==> src/rtl/systolic_mm_nxn.sv <==
// N x N output-stationary systolic matrix multiplier.
// Unskewed A columns / B rows in; C accumulates in place and is read from c_flat.
module systolic_mm_nxn #(
    parameter int N      = 4,
    parameter int DW     = 4,
    parameter int AW     = 2 * DW + $clog2(N),
    parameter int SIGNED = 0
) (
    input  logic              clk,
    input  logic              reset,
    input  logic              start,
    input  logic              acc_mode,
    input  logic              in_valid,
    input  logic [N*DW-1:0]   a_col,
    input  logic [N*DW-1:0]   b_row,
    output logic              in_ready,
    output logic              busy,
    output logic              done,
    output logic [N*N*AW-1:0] c_flat
);

    typedef enum logic [1:0] {
        S_IDLE,
        S_LOAD,
        S_DRAIN,
        S_DONE
    } state_t;

    localparam int CW = $clog2(2 * N);

    state_t        state, state_nxt;
    logic [CW-1:0] cnt, cnt_nxt;
    logic          beat, en, clr_pipe, clr_acc;

    assign beat     = (state == S_LOAD) && in_valid;
    assign en       = beat || (state == S_DRAIN);
    assign clr_pipe = (state == S_IDLE) && start;
    assign clr_acc  = clr_pipe && !acc_mode;

    assign in_ready = (state == S_LOAD);
    assign busy     = (state != S_IDLE);
    assign done     = (state == S_DONE);

    always_ff @(posedge clk or posedge reset) begin
        if (reset) begin
            state <= S_IDLE;
            cnt   <= '0;
        end else begin
            state <= state_nxt;
            cnt   <= cnt_nxt;
        end
    end

    // cnt counts accepted beats in LOAD, then drain cycles in DRAIN
    always_comb begin
        state_nxt = state;
        cnt_nxt   = cnt;
        unique case (state)
            S_IDLE: begin
                if (start) begin
                    state_nxt = S_LOAD;
                    cnt_nxt   = '0;
                end
            end
            S_LOAD: begin
                if (in_valid) begin
                    if (cnt == CW'(N - 1)) begin
                        state_nxt = S_DRAIN;
                        cnt_nxt   = '0;
                    end else begin
                        cnt_nxt = cnt + 1'b1;
                    end
                end
            end
            S_DRAIN: begin
                if (cnt == CW'(2 * N - 3)) begin
                    state_nxt = S_DONE;
                    cnt_nxt   = '0;
                end else begin
                    cnt_nxt = cnt + 1'b1;
                end
            end
            S_DONE: state_nxt = S_IDLE;
            default: state_nxt = S_IDLE;
        endcase
    end

    function automatic logic [AW-1:0] mul(input logic [DW-1:0] x,
                                          input logic [DW-1:0] y);
        logic        [2*DW-1:0] pu;
        logic signed [2*DW-1:0] ps;
        pu = {{DW{1'b0}}, x} * {{DW{1'b0}}, y};
        ps = $signed({{DW{x[DW-1]}}, x}) * $signed({{DW{y[DW-1]}}, y});
        if (SIGNED != 0) return AW'(ps);
        return AW'(pu);
    endfunction

    logic [N*DW-1:0] a_sk, b_sk;

    // Row i of A and column i of B are delayed i enabled cycles; zeros fill behind the last beat
    for (genvar i = 0; i < N; i++) begin : g_skew
        logic [DW-1:0] a_src, b_src;
        assign a_src = beat ? a_col[i*DW +: DW] : '0;
        assign b_src = beat ? b_row[i*DW +: DW] : '0;
        if (i == 0) begin : g_d0
            assign a_sk[0 +: DW] = a_src;
            assign b_sk[0 +: DW] = b_src;
        end else begin : g_dn
            logic [DW-1:0] a_sr [i];
            logic [DW-1:0] b_sr [i];
            always_ff @(posedge clk or posedge reset) begin
                if (reset) begin
                    for (int d = 0; d < i; d++) begin
                        a_sr[d] <= '0;
                        b_sr[d] <= '0;
                    end
                end else if (clr_pipe) begin
                    for (int d = 0; d < i; d++) begin
                        a_sr[d] <= '0;
                        b_sr[d] <= '0;
                    end
                end else if (en) begin
                    a_sr[0] <= a_src;
                    b_sr[0] <= b_src;
                    for (int d = 1; d < i; d++) begin
                        a_sr[d] <= a_sr[d-1];
                        b_sr[d] <= b_sr[d-1];
                    end
                end
            end
            assign a_sk[i*DW +: DW] = a_sr[i-1];
            assign b_sk[i*DW +: DW] = b_sr[i-1];
        end
    end

    logic [N*(N-1)*DW-1:0] a_r;
    logic [(N-1)*N*DW-1:0] b_r;

    for (genvar gi = 0; gi < N; gi++) begin : g_row
        for (genvar gj = 0; gj < N; gj++) begin : g_pe
            logic [DW-1:0] ai, bi;
            logic [AW-1:0] acc;

            if (gj == 0) begin : g_aw
                assign ai = a_sk[gi*DW +: DW];
            end else begin : g_ai
                assign ai = a_r[(gi*(N-1)+gj-1)*DW +: DW];
            end
            if (gi == 0) begin : g_bn
                assign bi = b_sk[gj*DW +: DW];
            end else begin : g_bi
                assign bi = b_r[((gi-1)*N+gj)*DW +: DW];
            end

            always_ff @(posedge clk or posedge reset) begin
                if (reset)        acc <= '0;
                else if (clr_acc) acc <= '0;
                else if (en)      acc <= acc + mul(ai, bi);
            end
            assign c_flat[(gi*N+gj)*AW +: AW] = acc;

            if (gj < N - 1) begin : g_ap
                logic [DW-1:0] ar;
                always_ff @(posedge clk or posedge reset) begin
                    if (reset)         ar <= '0;
                    else if (clr_pipe) ar <= '0;
                    else if (en)       ar <= ai;
                end
                assign a_r[(gi*(N-1)+gj)*DW +: DW] = ar;
            end
            if (gi < N - 1) begin : g_bp
                logic [DW-1:0] br;
                always_ff @(posedge clk or posedge reset) begin
                    if (reset)         br <= '0;
                    else if (clr_pipe) br <= '0;
                    else if (en)       br <= bi;
                end
                assign b_r[(gi*N+gj)*DW +: DW] = br;
            end
        end
    end

endmodule

==> config.mk <==
export PLATFORM = sky130hd
export DESIGN_NAME = systolic_mm_nxn
export DESIGN_NICKNAME = d
export VERILOG_FILES = /design/src/rtl/systolic_mm_nxn.sv
export SDC_FILE = /design/constraint.sdc
export NUM_CORES = 1
export LEC_CHECK = 0
export BUFFER_PORTS_ARGS = -buffer_cell sky130_fd_sc_hd__clkbuf_2
export CORE_MARGIN = 4
export CORE_UTILIZATION = 55
export DETAILED_ROUTE_END_ITERATION = 10
export HOLD_SLACK_MARGIN = 0.15
export PLACE_DENSITY_LB_ADDON = 0.3
export SKIP_CTS_REPAIR_TIMING = 1
export SLEW_MARGIN = 0
export SYNTH_ARGS = -nofsm -noshare
export SYNTH_HDL_FRONTEND = slang
export SYNTH_SLANG_ARGS = --single-unit
==> constraint.sdc <==
create_clock -name clk -period 10.5 [get_ports clk]
set_clock_uncertainty 0.05 [all_clocks]
set_input_delay 1.05 -clock clk [delete_from_list [all_inputs] [get_ports clk]]
set_output_delay 1.05 -clock clk [all_outputs]
set_load 0.03 [all_outputs]
# ---- After elaboration in Yosys (flattened, before gate mapping)
# Index checks and enable logic that the tools add are counted.
dict set report op_classes {
  add_sub_neg 17
  n_mul 16
  n_eq_ne 9
  n_mux 110
  n_reduce_logical 12
}
# op count
set op_table {}
lappend op_table {{two-way mux 10 bit} 32}
lappend op_table {{two-way mux 4 bit} 60}
lappend op_table {{adder 10 x 8 -> 10 bit} 16}
lappend op_table {{multiplier 4 x 4 -> 8 bit} 16}
lappend op_table {{two-way mux 12 bit} 4}
lappend op_table {{two-way mux 8 bit} 4}
lappend op_table {{two-way mux 3 bit} 4}
lappend op_table {{one-hot mux 3 bit (3 select lines)} 1}
lappend op_table {{two-way mux 2 bit} 4}
lappend op_table {{one-hot mux 2 bit (4 select lines)} 1}
lappend op_table {{nonzero test 2 bit} 3}
lappend op_table {{== test 2 bit (second input constant)} 2}
lappend op_table {{inequality test 2 x 1 -> 1 bit (second input constant)} 2}
lappend op_table {{inequality test 2 bit (second input constant)} 2}
lappend op_table {{AND reduction 4 bit} 1}
lappend op_table {{adder 3 x 1 -> 3 bit (second input constant)} 1}
lappend op_table {{== test 3 x 2 -> 1 bit (second input constant)} 1}
lappend op_table {{== test 3 bit (second input constant)} 1}
lappend op_table {{logical AND 1 bit} 3}
lappend op_table {{AND reduction 3 bit} 1}
lappend op_table {{nonzero test 3 bit} 1}
lappend op_table {{== test 2 x 1 -> 1 bit (second input constant)} 1}
lappend op_table {{zero test 2 bit} 1}
lappend op_table {{zero test 1 bit} 1}
lappend op_table {{logical OR 1 bit} 1}
dict set report totals {
  regBits 309
  in_bits 37
  out_inout_bits 163
  wordCells 218
}

# ---- Longest topological paths before layout
# Gate-level depths: netlist of run 1.
dict set report depth {
  depth_word 7
  ltp_mapped 18
  ltp_nobuf 16
}

# ---- Worst setup path after synthesis of run 1
# OpenSTA, ideal clock, no wires.
dict set report synth_path {
  path_kind {input -> register}
  from {input in_valid}
  to {register g_row[0].g_pe[0].acc[7]}
  setup_time_ns 0.124
  arrival_time_ns 4.296
  required_ns 10.326
  setup_slack_ns 6.030
  stages 14
  path_cell_list {and2_1 > buf_6 > clkbuf_1 > nand3_1 > fa_1 > fa_1 > fa_1 > inv_1 > ha_1 > a211oi_1 > o21bai_1 > a21oi_1 > nor3b_1 > nor3_1}
}
dict set report synth_between {
  elab_chain_len 6
}
# item line
set synth_lines {}
lappend synth_lines {{start: declaration} 13} ;# input logic in_valid,
lappend synth_lines {{logical AND 1 bit (*)} 35} ;# assign beat = (state == S_LOAD) && in_valid;
lappend synth_lines {{two-way mux 4 bit (on tied branches)} {103, 104}}
lappend synth_lines {{multiplier 4 x 4 -> 8 bit} 92} ;# pu = {{DW{1'b0}}, x} * {{DW{1'b0}}, y};
lappend synth_lines {{adder 10 x 8 -> 10 bit} 158} ;# else if (en) acc <= acc + mul(ai, bi);
lappend synth_lines {{two-way mux 10 bit} 158}
lappend synth_lines {{two-way mux 10 bit} 157} ;# else if (clr_acc) acc <= '0;
lappend synth_lines {{end signal: assignment} 158}
lappend synth_lines {{end: declaration} 142} ;# logic [AW-1:0] acc;
# Every way passes the cells marked *; elsewhere a longest branch is shown, timed or not. The select of a mux whose other input is x is not followed.
# A chain may end at the register's enable or synchronous reset.

# ---- Worst setup path after layout of run 1
dict set report layout_path {
  from {register state[1]}
  to {register g_row[0].g_pe[0].acc[6]}
}
dict set report layout_between {
  elab_chain_len 7
}
# item line
set layout_lines {}
lappend layout_lines {{start: declaration} 31} ;# state_t state, state_nxt;
lappend layout_lines {{start signal: assignment} 49} ;# state <= state_nxt;
lappend layout_lines {{== test 2 x 1 -> 1 bit} 35}
lappend layout_lines {{logical AND 1 bit} 35}
lappend layout_lines {{two-way mux 4 bit (on tied branches)} {103, 104}}
lappend layout_lines {{multiplier 4 x 4 -> 8 bit} 92}
lappend layout_lines {{adder 10 x 8 -> 10 bit} 158}
lappend layout_lines {{two-way mux 10 bit} 158}
lappend layout_lines {{two-way mux 10 bit} 157}
# Parallel ways exist; a longest one is shown, timed or not. The select of a mux whose other input is x is not followed.

==> impl_results.md, run 1 <==
- Outcome: finished clean
- Mapped Cells: 2908
- Total GRT Usage: 26.6%
- Synth-to-layout area growth: 10.7%
- Initial DRC count: 1573
- Worst Path Required: 10.89 ns
- Fill count: 3807
- Inserted Clock Buffers: 38
- Post-synthesis sequential area ratio: 30.8%
- # IOs: 200
- First-pass GRT wire length: 109000 um
- Post-Synthesis Cell Area: 25100 um2
- Commonest cells in the netlist: 484 x inv_1, 470 x nand2_1, 309 x dfrtp_1
- Largest area contributor in the netlist: dfrtp_1
- TritonRoute pass-1 iters: 5
- Clk slew on worst S/H paths: 0.06 ns
- DRT Wirelength: 65200 um
- Yosys warnings: 0
- Detailed-route via count: 21000
- Final hold vios: 0
- Synth top area share: 30.8%
- Yosys reg bits: 309
- Largest net degree at the start of global routing: 136
- Crit-path max FO: 25
- Clock Path Buffers: 3
- Ys async rst share: 100%
- Initial antenna violation count: 0
- Worst-Margin Slew: 1.15 ns
- Worst relative slew slack: 23.5%
- Total grt overflow: 0
- Share of layout cells above drive strength 1: 9.84%
- Initial core utilization: 56.2%
- Rows: 77
- Power Density: 248 nW/um2
- Antenna violation net count after detailed routing: 0
- Avg Cell Area, Syn: 8.63 um2
- Final #Nets: 3541
- Net Count, Synth: 3386
- Worst setup EP type: register
- Most common cell in the synthesized netlist: inv_1
- Number of distinct library cells after synthesis: 59
- Vias in the first global route: 21500
- CP startpoint kind: register
- Setup TNS: 0 ns
- Die width: 222 um
- Area of the core: 44600 um2
- Die footprint: 49100 um2
- # DRC: 0
- WL/cell: 17.7 um
- Max frequency: 0.210 GHz
- Clock H-tree levels: 2
- Final Util: 62.3%
- Post-DP HPWL: 46800 um
- Clock Sinks: 309
- Setup Viol. Count Final: 0
- Post-route clock period utilization: 45.4%
- Peak VDD IR: 0.197 mV
- Drt via density: 5.70
- Leak Pwr: 0.0144 uW
- Antenna fix cells: 0
- RSZ-0062 raised after global routing: no
- Die height: 222 um
- Fin. max-slew vios: 0
- Worst hold path class: reg2reg
- Placer Congestion: 0.920
- Dominant synthesized flop cell: dfrtp_1
- Number of synthesized flops with an enable pin: 0
- Number of port buffers: 199
- CTS tree: yes
- Critical path class: reg2reg
- Max_cap viols: 0
- Clk Latency, worst-skew pair: 0.55 ns
- CTS root buf: clkbuf_16
- Data arrival, critical path: 5.16 ns
- Synth top area cells: dfrtp_1 31%, ha_1 15%, fa_1 11%, inv_1 7.2%, nand2_1 7.0%
- Post-layout min period: 4.77 ns
-- power by group --
group          switching (uW)  leakage [uW]  internal (uW)
Clock                     542      0.000617            803
Combinational            2230       0.00974           1040
Sequential                609       0.00406           1660
-- placed cells by master, fill, tap and decap left out, types with 22 or more instances in the layout --
cell type and n:
nor2_1 142, a21oi_1 217, and2_1 137, clkbuf_2 199, a211oi_1 50, a31oi_1 22, nor3_1 65, clkbuf_16 39
a22o_1 27, nor2b_1 43, o211ai_1 23, fa_1 144, o21ai_0 93, dfrtp_1 309, inv_1 483, ha_1 297
nand2_1 470
-- routing by layer --
layer	GRT usage, %	up-vias	share of wire (%)
met2	45.6	581	49
met3	4.18	145	5.9
met1	34.5	10300	42
li1	-	9905	-
met5	0	-	0
met4	9.70	0	3.5
-- metrics by stage --
step	cells	total power, uW	cell area (um2)	setup slack, ns	hold WS (ns)
6_report	3682	6890	27800	5.73	0.454
5_1_grt	3682	7410	27800	5.34	0.484
4_1_cts	3682	6910	27800	5.78	0.458
3_5_place_dp	3615	5530	26500	5.46	0.445
3_3_place_gp	3615	5410	26500	5.61	0.444
2_1_floorplan	2908	4490	25100	0.856	0.423
-- cells by family after synthesis --
logic type	after synthesis	synth area share, %
AND/OR/NAND/NOR	985	18.5
buffers and inverters	585	9.12
AO/OA/AOI/OAI	564	14.4
adder cells (fa/ha/maj)	441	26.3
flip-flops	309	30.8
XOR/XNOR	17	0.594
multiplexers	7	0.284
-- state kept, by name, indices dropped and copies added, names as in the netlist --
signal              count
cnt                     3
g_row.g_pe.ai          12
g_row.g_pe.acc        160
g_skew.g_dn.a_sr       12
g_row.g_pe.g_bp.br     48
state                   2
g_skew.g_dn.b_sr       12
g_row.g_pe.g_ap.ar     48
g_row.g_pe.bi          12
-- layout make-up --
class / count / area [um2] / share of cell area [%]
multi-input combinational: 2014 / 15100 / 54.3
sequential: 309 / 7730 / 27.8
inverter: 484 / 1820 / 6.57
timing repair buffer: 216 / 1140 / 4.09
clock buffer: 52 / 1090 / 3.94
tap: 592 / 741 / 2.67
clock inverter: 15 / 161 / 0.581
-- critical path, stage by stage (launching register included) --
cell	delay [ns]
dfrtp_1	0.41
inv_1	0.11
ha_1	0.22
and2_1	0.66
nand3_1	0.21
fa_1	0.60
fa_1	0.43
fa_1	0.49
inv_1	0.04
ha_1	0.34
o21ai_0	0.39
o21bai_1	0.11
a21oi_1	0.19
nor2_1	0.08
a2111oi_2	0.33
-- final timing paths --
check | from | end | slack [ns] | depth (start not counted)
worst max-delay path | state[1]$_DFFE_PP0P_ | g_row[0].g_pe[0].acc[6]$_DFFE_PP0P_ | 5.73 | 14
worst min-delay path | g_skew[2].g_dn.b_sr[4]$_DFFE_PP0P_ | g_skew[2].g_dn.b_sr[4]$_DFFE_PP0P_ | 0.45 | 1
worst max register to register | state[1]$_DFFE_PP0P_ | g_row[0].g_pe[0].acc[6]$_DFFE_PP0P_ | 5.73 | 14
worst min register to register | g_skew[2].g_dn.b_sr[4]$_DFFE_PP0P_ | g_skew[2].g_dn.b_sr[4]$_DFFE_PP0P_ | 0.45 | 1
max in group asynchronous | reset | g_row[1].g_pe[3].acc[1]$_DFFE_PP0P_ | 7.31 | 4
min in group asynchronous | reset | g_row[3].g_pe[3].acc[1]$_DFFE_PP0P_ | 0.58 | 2
Power figures use the tool's default switching activity.
==> run 2, diff against run 1 <==
==> constraint.sdc (replaced) <==
create_clock -name clk -period 4.6 [get_ports clk]
set_clock_uncertainty 0.05 [all_clocks]
set_input_delay 0.46 -clock clk [delete_from_list [all_inputs] [get_ports clk]]
set_output_delay 0.46 -clock clk [all_outputs]
set_load 0.03 [all_outputs]
==> impl_results.md, run 2 (synthesis gave the netlist of run 1 again) <==
- Clock Path Buffers: 3
- Leak Pwr: 0.0146 uW
- Final Instance Count excl. Fillers: 3709
- Largest register FFs: 160
- Crit-path max FO: 16
- Peak VDD IR: 0.644 mV
- Clock share of power: 19.7%
- Post-layout min period: 4.23 ns
- Biggest regs: g_row.g_pe.acc x160, g_row.g_pe.g_ap.ar x48, g_row.g_pe.g_bp.br x48
- Die width: 222 um
- Detailed-route via count: 20900
- First-pass GRT wire length: 106000 um
- Data arrival, critical path: 4.63 ns
- Post-DP HPWL: 46100 um
- Combinational share of power: 47.8%
- RSZ-0062 raised after global routing: no
- Sw frac: 48.6%
- Worst Path Required: 5.00 ns
- Total grt overflow: 0
- Antenna fix cells: 0
- CP startpoint kind: register
- Worst relative slew slack: 32.1%
- Vias in the first global route: 21000
- Clk Latency, worst-skew pair: 0.57 ns
- Total GRT Usage: 26.0%
- Commonest non-fill, non-tap cells in the layout: 483 x inv_1, 470 x nand2_1, 309 x dfrtp_1, 297 x ha_1, 217 x a21oi_1
- Seq pwr share: 32.5%
- Register with the most flip-flops: g_row.g_pe.acc
- Clock H-tree levels: 2
- Drt via density: 5.65
- Initial antenna violation count: 0
- Worst setup EP type: register
- # DRC: 0
- Most common cell after layout, fill and taps aside: inv_1
- Die footprint: 49100 um2
- CTS root buf: clkbuf_16
- Initial core utilization: 56.2%
- Initial DRC count: 1342
- P_int: 8070 uW
- Final Util: 63.0%
- Outcome: finished clean
- Worst hold path class: in2reg
- WL/cell: 17.1 um
- DRT Wirelength: 63500 um
- Clock Sinks: 309
- Clk slew on worst S/H paths: 0.05 ns
- Sw power: 7620 uW
- Antenna violation net count after detailed routing: 0
- Final hold vios: 0
- Setup Viol. Count Final: 0
- Share of layout cells above drive strength 1: 9.79%
- Die height: 222 um
- Critical path class: reg2reg
- Max frequency: 0.236 GHz
- Final Power: 15700 uW
- Fill count: 3752
- Area of the core: 44600 um2
- Largest net degree at the start of global routing: 188
- Inserted Clock Buffers: 38
- Number of port buffers: 199
- Post-route clock period utilization: 91.9%
- Worst-Margin Slew: 1.02 ns
- Fin. max-slew vios: 0
- Placer Congestion: 0.896
- Power Density: 559 nW/um2
- CTS tree: yes
- # IOs: 200
- Placed cells: 3620
- Synth-to-layout area growth: 12.0%
- Max_cap viols: 0
- Final #Nets: 3571
- TritonRoute pass-1 iters: 5
- Rows: 77
[run 2: cell type report]
| type | instances | area (um2) | area share [%] |
|---|---|---|---|
| clock buffers | 52 | 1060 | 3.79 |
| clock inverters | 12 | 181 | 0.646 |
| multi-input cells | 2014 | 15100 | 53.7 |
| well taps | 592 | 741 | 2.64 |
| repair buffers | 246 | 1470 | 5.25 |
| inverters | 484 | 1820 | 6.48 |
| flip-flops and latches | 309 | 7730 | 27.5 |
[run 2: stage by stage]
stage          area (um2)  worst slack (ns)  TNS (ns)  hold slack, ns
3_5_place_dp        26600             0.239         0           0.447
3_3_place_gp        26600             0.428         0           0.441
2_1_floorplan       25100           -0.0229     -7.09           0.423
6_report            28100             0.371         0           0.151
4_1_cts             27800             0.234         0          -0.138
5_1_grt             28100            0.0254         0           0.154
[run 2: final timing paths]
check,to,startpoint,slack (ns),cells after the start
worst max register to register,g_row[0].g_pe[0].acc[6]$_DFFE_PP0P_,state[1]$_DFFE_PP0P_,0.37,14
worst min-delay path,g_row[0].g_pe[0].g_bp.br[2]$_DFFE_PP0P_,b_row[2],0.15,2
max in group asynchronous,g_row[2].g_pe[1].acc[8]$_DFFE_PP0P_,reset,2.70,4
worst min register to register,g_skew[2].g_dn.a_sr[7]$_DFFE_PP0P_,g_skew[2].g_dn.a_sr[7]$_DFFE_PP0P_,0.46,1
min in group asynchronous,g_row[0].g_pe[1].acc[2]$_DFFE_PP0P_,reset,0.43,3
worst max-delay path,g_row[0].g_pe[0].acc[6]$_DFFE_PP0P_,state[1]$_DFFE_PP0P_,0.37,14
[run 2: metal layers]
| layer | up-vias | wire length [um] | track usage, % |
|---|---|---|---|
| met1 | 10300 | 27400 | 34.4 |
| li1 | 9975 | - | - |
| met3 | 128 | 3280 | 3.63 |
| met2 | 541 | 30600 | 44.0 |
| met5 | - | 0 | 0 |
| met4 | 0 | 2240 | 9.46 |
[run 2: critical path, stage by stage, from the launching register on]
cell       delay [ns]
dfrtp_1          0.41
inv_1            0.11
ha_1             0.22
and2_2           0.29
nand3_1          0.15
fa_1             0.59
fa_1             0.44
fa_1             0.49
inv_1            0.04
ha_1             0.33
o21ai_0          0.33
o21bai_1         0.10
a21oi_1          0.18
nor2_1           0.08
a2111oi_2        0.31
[run 2: power groups by stage]
stage	combinational, uW	clock, uW	sequential [uW]
2_1_floorplan	4630	0	5630
3_3_place_gp	7290	0	5070
3_5_place_dp	7480	0	5130
4_1_cts	7530	3160	5090
5_1_grt	8390	3260	5280
6_report	7500	3090	5100
